===== src/rtl/noc_router.sv =====
// 5-port wormhole mesh router with XY routing, round-robin output arbitration
// and ack/nack (void/stop) link flow control. Port index order: N, S, W, E, P.
package noc;
    typedef enum logic [0:0] {
        kFlowControlAckNack = 1'b0
    } flow_control_t;
endpackage

module noc_router #(
    parameter noc::flow_control_t flow_control = noc::kFlowControlAckNack,
    parameter int                 width        = 32,
    parameter int                 depth        = 5,
    parameter logic [4:0]         ports        = 5'b11111
) (
    input  logic             clk,
    input  logic             rst,
    input  logic [2:0]       CONST_localx,
    input  logic [2:0]       CONST_localy,
    input  logic [width-1:0] data_n_in,
    input  logic [width-1:0] data_s_in,
    input  logic [width-1:0] data_w_in,
    input  logic [width-1:0] data_e_in,
    input  logic [width-1:0] data_p_in,
    input  logic [4:0]       data_void_in,
    input  logic [4:0]       stop_in,
    output logic [width-1:0] data_n_out,
    output logic [width-1:0] data_s_out,
    output logic [width-1:0] data_w_out,
    output logic [width-1:0] data_e_out,
    output logic [width-1:0] data_p_out,
    output logic [4:0]       data_void_out,
    output logic [4:0]       stop_out
);

    localparam int               ptr_w      = (depth > 1) ? $clog2(depth) : 1;
    localparam int               cnt_w      = $clog2(depth + 1);
    localparam logic [ptr_w-1:0] last_ptr_c = ptr_w'(depth - 1);
    localparam logic [cnt_w-1:0] full_cnt_c = cnt_w'(depth);
    // A router configured with an unsupported link scheme refuses every flit.
    localparam logic             fc_ok_c    = (flow_control == noc::kFlowControlAckNack);

    // XY dimension-ordered route; returns output index N=0,S=1,W=2,E=3,P=4.
    function automatic logic [2:0] xy_route(input logic [width-1:0] flit,
                                            input logic [2:0] lx,
                                            input logic [2:0] ly);
        logic [2:0] dx;
        logic [2:0] dy;
        logic [2:0] res;
        dx = flit[23:21];
        dy = flit[20:18];
        if (dx > lx) begin
            res = 3'd3;
        end else if (dx < lx) begin
            res = 3'd2;
        end else if (dy < ly) begin
            res = 3'd0;
        end else if (dy > ly) begin
            res = 3'd1;
        end else begin
            res = 3'd4;
        end
        return res;
    endfunction

    logic [width-1:0] data_in_s [5];
    logic [width-1:0] mem_r [5][depth];
    logic [ptr_w-1:0] rd_ptr_r [5];
    logic [ptr_w-1:0] wr_ptr_r [5];
    logic [cnt_w-1:0] cnt_r [5];
    logic [cnt_w-1:0] cnt_next_s [5];
    logic [4:0]       stop_r;
    logic [4:0]       active_r;
    logic [4:0]       drop_r;
    logic [2:0]       route_r [5];
    logic [2:0]       rr_ptr_r [5];
    logic [width-1:0] out_data_r [5];
    logic [4:0]       out_valid_r;

    logic [width-1:0] front_s [5];
    logic [2:0]       head_route_s [5];
    logic [4:0]       nonempty_s;
    logic [4:0]       push_s;
    logic [4:0]       pop_s;
    logic [4:0]       discard_s;
    logic [4:0]       busy_s;
    logic [4:0]       can_send_s;
    logic [4:0]       move_s;
    logic [4:0]       grant_s;
    logic [4:0]       req_s [5];
    logic [2:0]       owner_s [5];
    logic [2:0]       win_s [5];
    logic [2:0]       src_s [5];

    assign data_in_s[0] = data_n_in;
    assign data_in_s[1] = data_s_in;
    assign data_in_s[2] = data_w_in;
    assign data_in_s[3] = data_e_in;
    assign data_in_s[4] = data_p_in;

    // Input side: FIFO front, route of a waiting head, and flits to throw away.
    always_comb begin
        for (int i = 0; i < 5; i++) begin
            front_s[i]      = mem_r[i][rd_ptr_r[i]];
            nonempty_s[i]   = (cnt_r[i] != '0);
            push_s[i]       = !data_void_in[i] && !stop_r[i];
            head_route_s[i] = xy_route(front_s[i], CONST_localx, CONST_localy);
            discard_s[i]    = nonempty_s[i] &&
                              (active_r[i] ? drop_r[i]
                                           : (!front_s[i][31] || !ports[head_route_s[i]]));
        end
    end

    // Output allocation: held wormhole grants first, otherwise round-robin among heads.
    always_comb begin
        int sum;
        int idx;
        busy_s  = '0;
        move_s  = '0;
        grant_s = '0;
        pop_s   = discard_s;
        for (int o = 0; o < 5; o++) begin
            owner_s[o]    = 3'd0;
            win_s[o]      = rr_ptr_r[o];
            src_s[o]      = 3'd0;
            req_s[o]      = '0;
            can_send_s[o] = ports[o] && (!out_valid_r[o] || !stop_in[o]);
        end
        for (int i = 0; i < 5; i++) begin
            if (active_r[i] && !drop_r[i]) begin
                busy_s[route_r[i]]  = 1'b1;
                owner_s[route_r[i]] = 3'(i);
            end else begin
                busy_s = busy_s;
            end
        end
        for (int o = 0; o < 5; o++) begin
            for (int i = 0; i < 5; i++) begin
                req_s[o][i] = !active_r[i] && nonempty_s[i] && front_s[i][31] &&
                              (head_route_s[i] == 3'(o)) && ports[o];
            end
            // Scan from farthest to nearest so the input closest to the pointer wins.
            for (int k = 4; k >= 0; k--) begin
                sum      = int'(rr_ptr_r[o]) + k;
                idx      = (sum >= 5) ? (sum - 5) : sum;
                win_s[o] = req_s[o][idx] ? 3'(idx) : win_s[o];
            end
            if (busy_s[o]) begin
                src_s[o]  = owner_s[o];
                move_s[o] = can_send_s[o] && nonempty_s[owner_s[o]];
            end else begin
                src_s[o]   = win_s[o];
                move_s[o]  = can_send_s[o] && (req_s[o] != 5'b00000);
                grant_s[o] = move_s[o];
            end
            pop_s[src_s[o]] = pop_s[src_s[o]] | move_s[o];
        end
    end

    // Next FIFO occupancy per input.
    always_comb begin
        for (int i = 0; i < 5; i++) begin
            case ({push_s[i], pop_s[i]})
                2'b10:   cnt_next_s[i] = cnt_r[i] + cnt_w'(1);
                2'b01:   cnt_next_s[i] = cnt_r[i] - cnt_w'(1);
                default: cnt_next_s[i] = cnt_r[i];
            endcase
        end
    end

    // FIFO pointers, occupancy and the registered nack to upstream.
    always_ff @(posedge clk or negedge rst) begin
        if (!rst) begin
            for (int i = 0; i < 5; i++) begin
                rd_ptr_r[i] <= '0;
                wr_ptr_r[i] <= '0;
                cnt_r[i]    <= '0;
            end
            stop_r <= 5'b11111;
        end else begin
            for (int i = 0; i < 5; i++) begin
                if (push_s[i]) begin
                    wr_ptr_r[i] <= (wr_ptr_r[i] == last_ptr_c) ? '0 : wr_ptr_r[i] + ptr_w'(1);
                end
                if (pop_s[i]) begin
                    rd_ptr_r[i] <= (rd_ptr_r[i] == last_ptr_c) ? '0 : rd_ptr_r[i] + ptr_w'(1);
                end
                cnt_r[i]  <= cnt_next_s[i];
                stop_r[i] <= !ports[i] || !fc_ok_c || (cnt_next_s[i] == full_cnt_c);
            end
        end
    end

    // FIFO storage; contents are meaningless whenever the occupancy says empty.
    always_ff @(posedge clk) begin
        for (int i = 0; i < 5; i++) begin
            if (push_s[i]) begin
                mem_r[i][wr_ptr_r[i]] <= data_in_s[i];
            end
        end
    end

    // Per-input packet state: a popped multi-flit head opens a packet, a tail closes it.
    always_ff @(posedge clk or negedge rst) begin
        if (!rst) begin
            active_r <= '0;
            drop_r   <= '0;
            for (int i = 0; i < 5; i++) begin
                route_r[i] <= 3'd0;
            end
        end else begin
            for (int i = 0; i < 5; i++) begin
                if (pop_s[i]) begin
                    if (active_r[i]) begin
                        if (front_s[i][30]) begin
                            active_r[i] <= 1'b0;
                            drop_r[i]   <= 1'b0;
                        end
                    end else if (front_s[i][31] && !front_s[i][30]) begin
                        active_r[i] <= 1'b1;
                        drop_r[i]   <= !ports[head_route_s[i]];
                        route_r[i]  <= head_route_s[i];
                    end
                end
            end
        end
    end

    // Round-robin pointers move just past each newly granted input.
    always_ff @(posedge clk or negedge rst) begin
        if (!rst) begin
            for (int o = 0; o < 5; o++) begin
                rr_ptr_r[o] <= 3'd0;
            end
        end else begin
            for (int o = 0; o < 5; o++) begin
                if (grant_s[o]) begin
                    rr_ptr_r[o] <= (src_s[o] == 3'd4) ? 3'd0 : src_s[o] + 3'd1;
                end
            end
        end
    end

    // Output registers: load when empty or when downstream accepted the held flit.
    always_ff @(posedge clk or negedge rst) begin
        if (!rst) begin
            out_valid_r <= '0;
            for (int o = 0; o < 5; o++) begin
                out_data_r[o] <= '0;
            end
        end else begin
            for (int o = 0; o < 5; o++) begin
                if (can_send_s[o]) begin
                    if (move_s[o]) begin
                        out_data_r[o]  <= front_s[src_s[o]];
                        out_valid_r[o] <= 1'b1;
                    end else begin
                        out_data_r[o]  <= '0;
                        out_valid_r[o] <= 1'b0;
                    end
                end
            end
        end
    end

    assign data_n_out    = out_data_r[0];
    assign data_s_out    = out_data_r[1];
    assign data_w_out    = out_data_r[2];
    assign data_e_out    = out_data_r[3];
    assign data_p_out    = out_data_r[4];
    assign data_void_out = ~out_valid_r;
    assign stop_out      = stop_r;

endmodule


===== config.mk =====
export PLATFORM = sky130hd
export DESIGN_NAME = noc_router
export DESIGN_NICKNAME = d
export VERILOG_FILES = /design/src/rtl/noc_router.sv
export SDC_FILE = /design/constraint.sdc
export NUM_CORES = 2
export LEC_CHECK = 0
export ABC_AREA = 1
export CAP_MARGIN = 20
export CORE_MARGIN = 2
export CORE_UTILIZATION = 54
export CTS_CLUSTER_SIZE = 14
export DETAILED_ROUTE_END_ITERATION = 6
export PLACE_DENSITY_LB_ADDON = 0.12
export SYNTH_ARGS = -nofsm -noshare
export SYNTH_HDL_FRONTEND = slang
export SYNTH_SLANG_ARGS = --single-unit

===== constraint.sdc =====
create_clock -name clk -period 7 [get_ports clk]
set_clock_uncertainty 0.2 [all_clocks]
set_input_delay 2.1 -clock clk [delete_from_list [all_inputs] [get_ports clk]]
set_output_delay 2.1 -clock clk [all_outputs]
set_load 0.05 [all_outputs]

==> summary.txt <==
Outcome
  – Failing checks: design-rule violations, negative setup slack
  – Status: complete, but fails checks

CTS
  – Htree depth: 3
  – TritonCTS Buffers: 107
  – Hold-fix buffers at CTS: 0
  – Deepest clock path buffer count: 3
  – Clk sink count: roughly 1100
  – CTS root buf: clkbuf_16
  – Worst skew pair latency: 730 ps
  – Clk slew on worst S/H paths: around 60 ps
  – CTS tree: yes

Worst setup path
  – Setup Crit Path Kind: in -> reg
  – FF-to-FF End: stop_out[2]
  – CP startpoint kind: input port
  – Crit end category: flop
  – CP arrival: a little under 8000 ps
  – CP max FO: 5
  – Crit-path slowest cell: fa_2
  – Critical path startpoint: CONST_localy[0]
  – Worst r2r src: rd_ptr_r[3]
  – Reg2Reg Setup Slack: -350 ps
  – Critical path destination: stop_out[2]
  – CP Buf/Inv Count: 5
  – Cell family with most CP delay: simple AND/OR/NAND/NOR gates
  – R2R depth: 59
  – Max incr delay on CP: 340 ps
  – WP depth: 55
  – Worst Path Required: 7440 ps

Routing
  – Vias per cell: 6.30
  – Final wirelength: 208 mm
  – Remaining DRCs: 19
  – DR vias: 46800
  – Post-DR wirelength/cell: 28.1 µm
  – Drt initial violations: 6228
  – First drt pass iteration count: 7
  – ANT nets after route: 0

Logic synthesis
  – Synth Flop Type: edfxtp_1
  – Post-synthesis async set-or-reset flop share: 23.8%
  – Cell type with the largest total area after synthesis: edfxtp_1
  – Synth cell types: 67
  – Syn Nets: 5596
  – Cells after Synth: approximately 5300
  – Ys Warns: 0
  – Synth top area share: 45.8%
  – Mapped Avg Cell Area: 9.94 µm²
  – Synthesis-stage register bit count: 1050
  – Register area share after synthesis: 57.7%
  – Synthesized cell area: 52500 µm²
  – Synth area leaders: edfxtp_1 (46%), dfrtp_1 (12%), nand2_1 (8.1%)
  – EDFF count, synth: 800

Final layout
  – Fraction of layout cells with a size suffix above 1: roughly 18%
  – Fin util: between 60% and 70%
  – Syn-to-layout area delta: 25.9%
  – Layout Nets: 6365

Timing
  – FMAX: 0.133 GHz
  – Pins Over Slew Limit: 0
  – RSZ-0062 raised after global routing: true
  – Final setup viols: 14
  – Final Critical Period: roughly 7500 ps
  – Hold Fails Final Rpt: 0
  – Rel. slew slack: 12.7%
  – Worst setup margin: -494 ps
  – Crit share post-route: 107%
  – Worst Tran Pin Value: approximately 1300 ps

Worst hold path
  – Hold Path Class: reg -> reg

Placed design
  – Port bufs: ~350
  – Hpwl dp: 148 mm
  – Pre-CTS setup slack: -1780 ps
  – Gpl congestion: 1.05

Floorplan
  – Cell Rows: between 100 and 150
  – Core area: ~96000 µm²
  – Initial Util: 54.4%
  – Num ports: 348
  – Die X: 316 µm
  – Full die area: 99700 µm²
  – Die height: roughly 320 µm

Global routing
  – Tot GR Track Use: roughly 41%
  – Largest net degree at the start of global routing: 88
  – First-pass GRT wire length: roughly 300 mm
  – Total gr overflow: 0
  – Vias in the first global route: 44000
  – Antenna violations before repair: 12

Job
  – Max_cap viols: 0
[per-stage QoR]
stage	hold slack (ps)	area, µm²	TNS [ps]	std cells
CTS	284	65400	-2790	7411
global route	308	66100	-11120	7421
global placement	266	61200	-71360	7184
floorplan	249	52700	-4240	5280
finish	280	66100	-4030	7425
detailed placement	269	61200	-79090	7184
[layout by cell type (no fill, tap or decap), types with 67 or more instances in the layout]
cell / n
inv_1: 407
a32o_1: 98
o22ai_1: 89
nand2_2: 67
nor2_1: 179
o21a_1: 86
o221ai_1: 79
a21oi_1: 348
clkbuf_16: 110
o21ai_0: 440
nand3_1: 270
dfrtp_1: 240
ha_1: 112
buf_4: 552
nand2_1: 1067
clkdlybuf4s50_1: 340
edfxtp_1: 800
[registers in the layout (all words and copies together), names as in the netlist]
signal	count
route_r	15
data_w_out	32
data_n_out	32
mem_r	800
data_p_out	32
out_valid_r	5
rr_ptr_r	15
active_r	5
cnt_r	15
data_e_out	32
stop_out	5
data_s_out	32
wr_ptr_r	15
rd_ptr_r	15
[how the worst min path moves through the flow]
stage                    from              to  slack, ps  cells after the start
5_1_grt        data_n_out[14]  data_n_out[14]        310                      2
6_report       data_n_out[14]  data_n_out[14]        280                      2
3_3_place_gp   data_n_out[14]  data_n_out[14]        270                      2
4_1_cts        data_n_out[14]  data_n_out[14]        280                      2
3_5_place_dp   data_n_out[14]  data_n_out[14]        270                      2
2_1_floorplan        cnt_r[8]        cnt_r[8]        250                      1
[what timing repair did]
item	in CTS	in global routing
setup buffers	25	12
pin swaps	73	95
setup endpoints to repair	57	55
resized for setup	133	143
cloned	0	0
[area by class of cell]
type / count / area (µm²)
Sequential cell: 1050 / 30300
Multi-Input combinational cell: 3481 / 20600
Clock buffer: 149 / 3010
Tap cell: 1276 / 1600
Clock inverter: 54 / 574
Inverter: 475 / 1820
Timing Repair Buffer: 934 / 8170
Fill cell: 7422 / 30400
Antenna cell: 6 / 15.0
[synthesized netlist by cell type (9+ instances only)]
cell type and number:
clkbuf_1 213, o211ai_1 49, o41ai_1 14, inv_1 427, o221ai_1 79, o2111ai_1 28, xnor2_1 12, o31ai_1 56
xor2_1 36, a22oi_1 58, dfrtp_1 245, ha_1 133, a221oi_1 26, edfxtp_1 800, nor2_1 208, a21oi_1 362
buf_2 11, nand4_1 22, nand2_1 1133, inv_2 39, a21o_1 9, nand3_1 302, nand2_2 11, nor3_1 42
a221o_1 23, o21a_1 86, buf_1 45, a32o_1 98, o22ai_1 89, o21ai_0 458, nor2_2 10, o21ai_1 46
[metal layers]
layer	GRT usage, %	wire length [µm]	vias to the layer above
met4	29.8	18200	4
li1	-	-	20500
met5	0	27	-
met3	12.3	23900	800
met1	51.1	75300	22400
met2	62.0	90800	3015
[kinds of logic (layout without fill, tap and decap cells)]
group	count (synthesis)	in the layout	synth area share [%]
AND/OR/NAND/NOR	1777	1777	14.3
AO/OA/AOI/OAI	1517	1517	18.4
flip-flops	1050	1050	57.7
buffers and inverters	749	1612	5.42
adder cells (fa/ha/maj)	138	138	3.36
XOR/XNOR	48	48	0.801
multiplexers	1	1	0.0215
other	0	6	0
[tightest hold or removal path, stage by stage, from the launching register on]
cell and delay (ps):
dfrtp_1 340, nand2_1 50, nand2_1 50
Power is not shown: default switching activity piles up to over one toggle a cycle in this logic, so the estimate is an artifact.
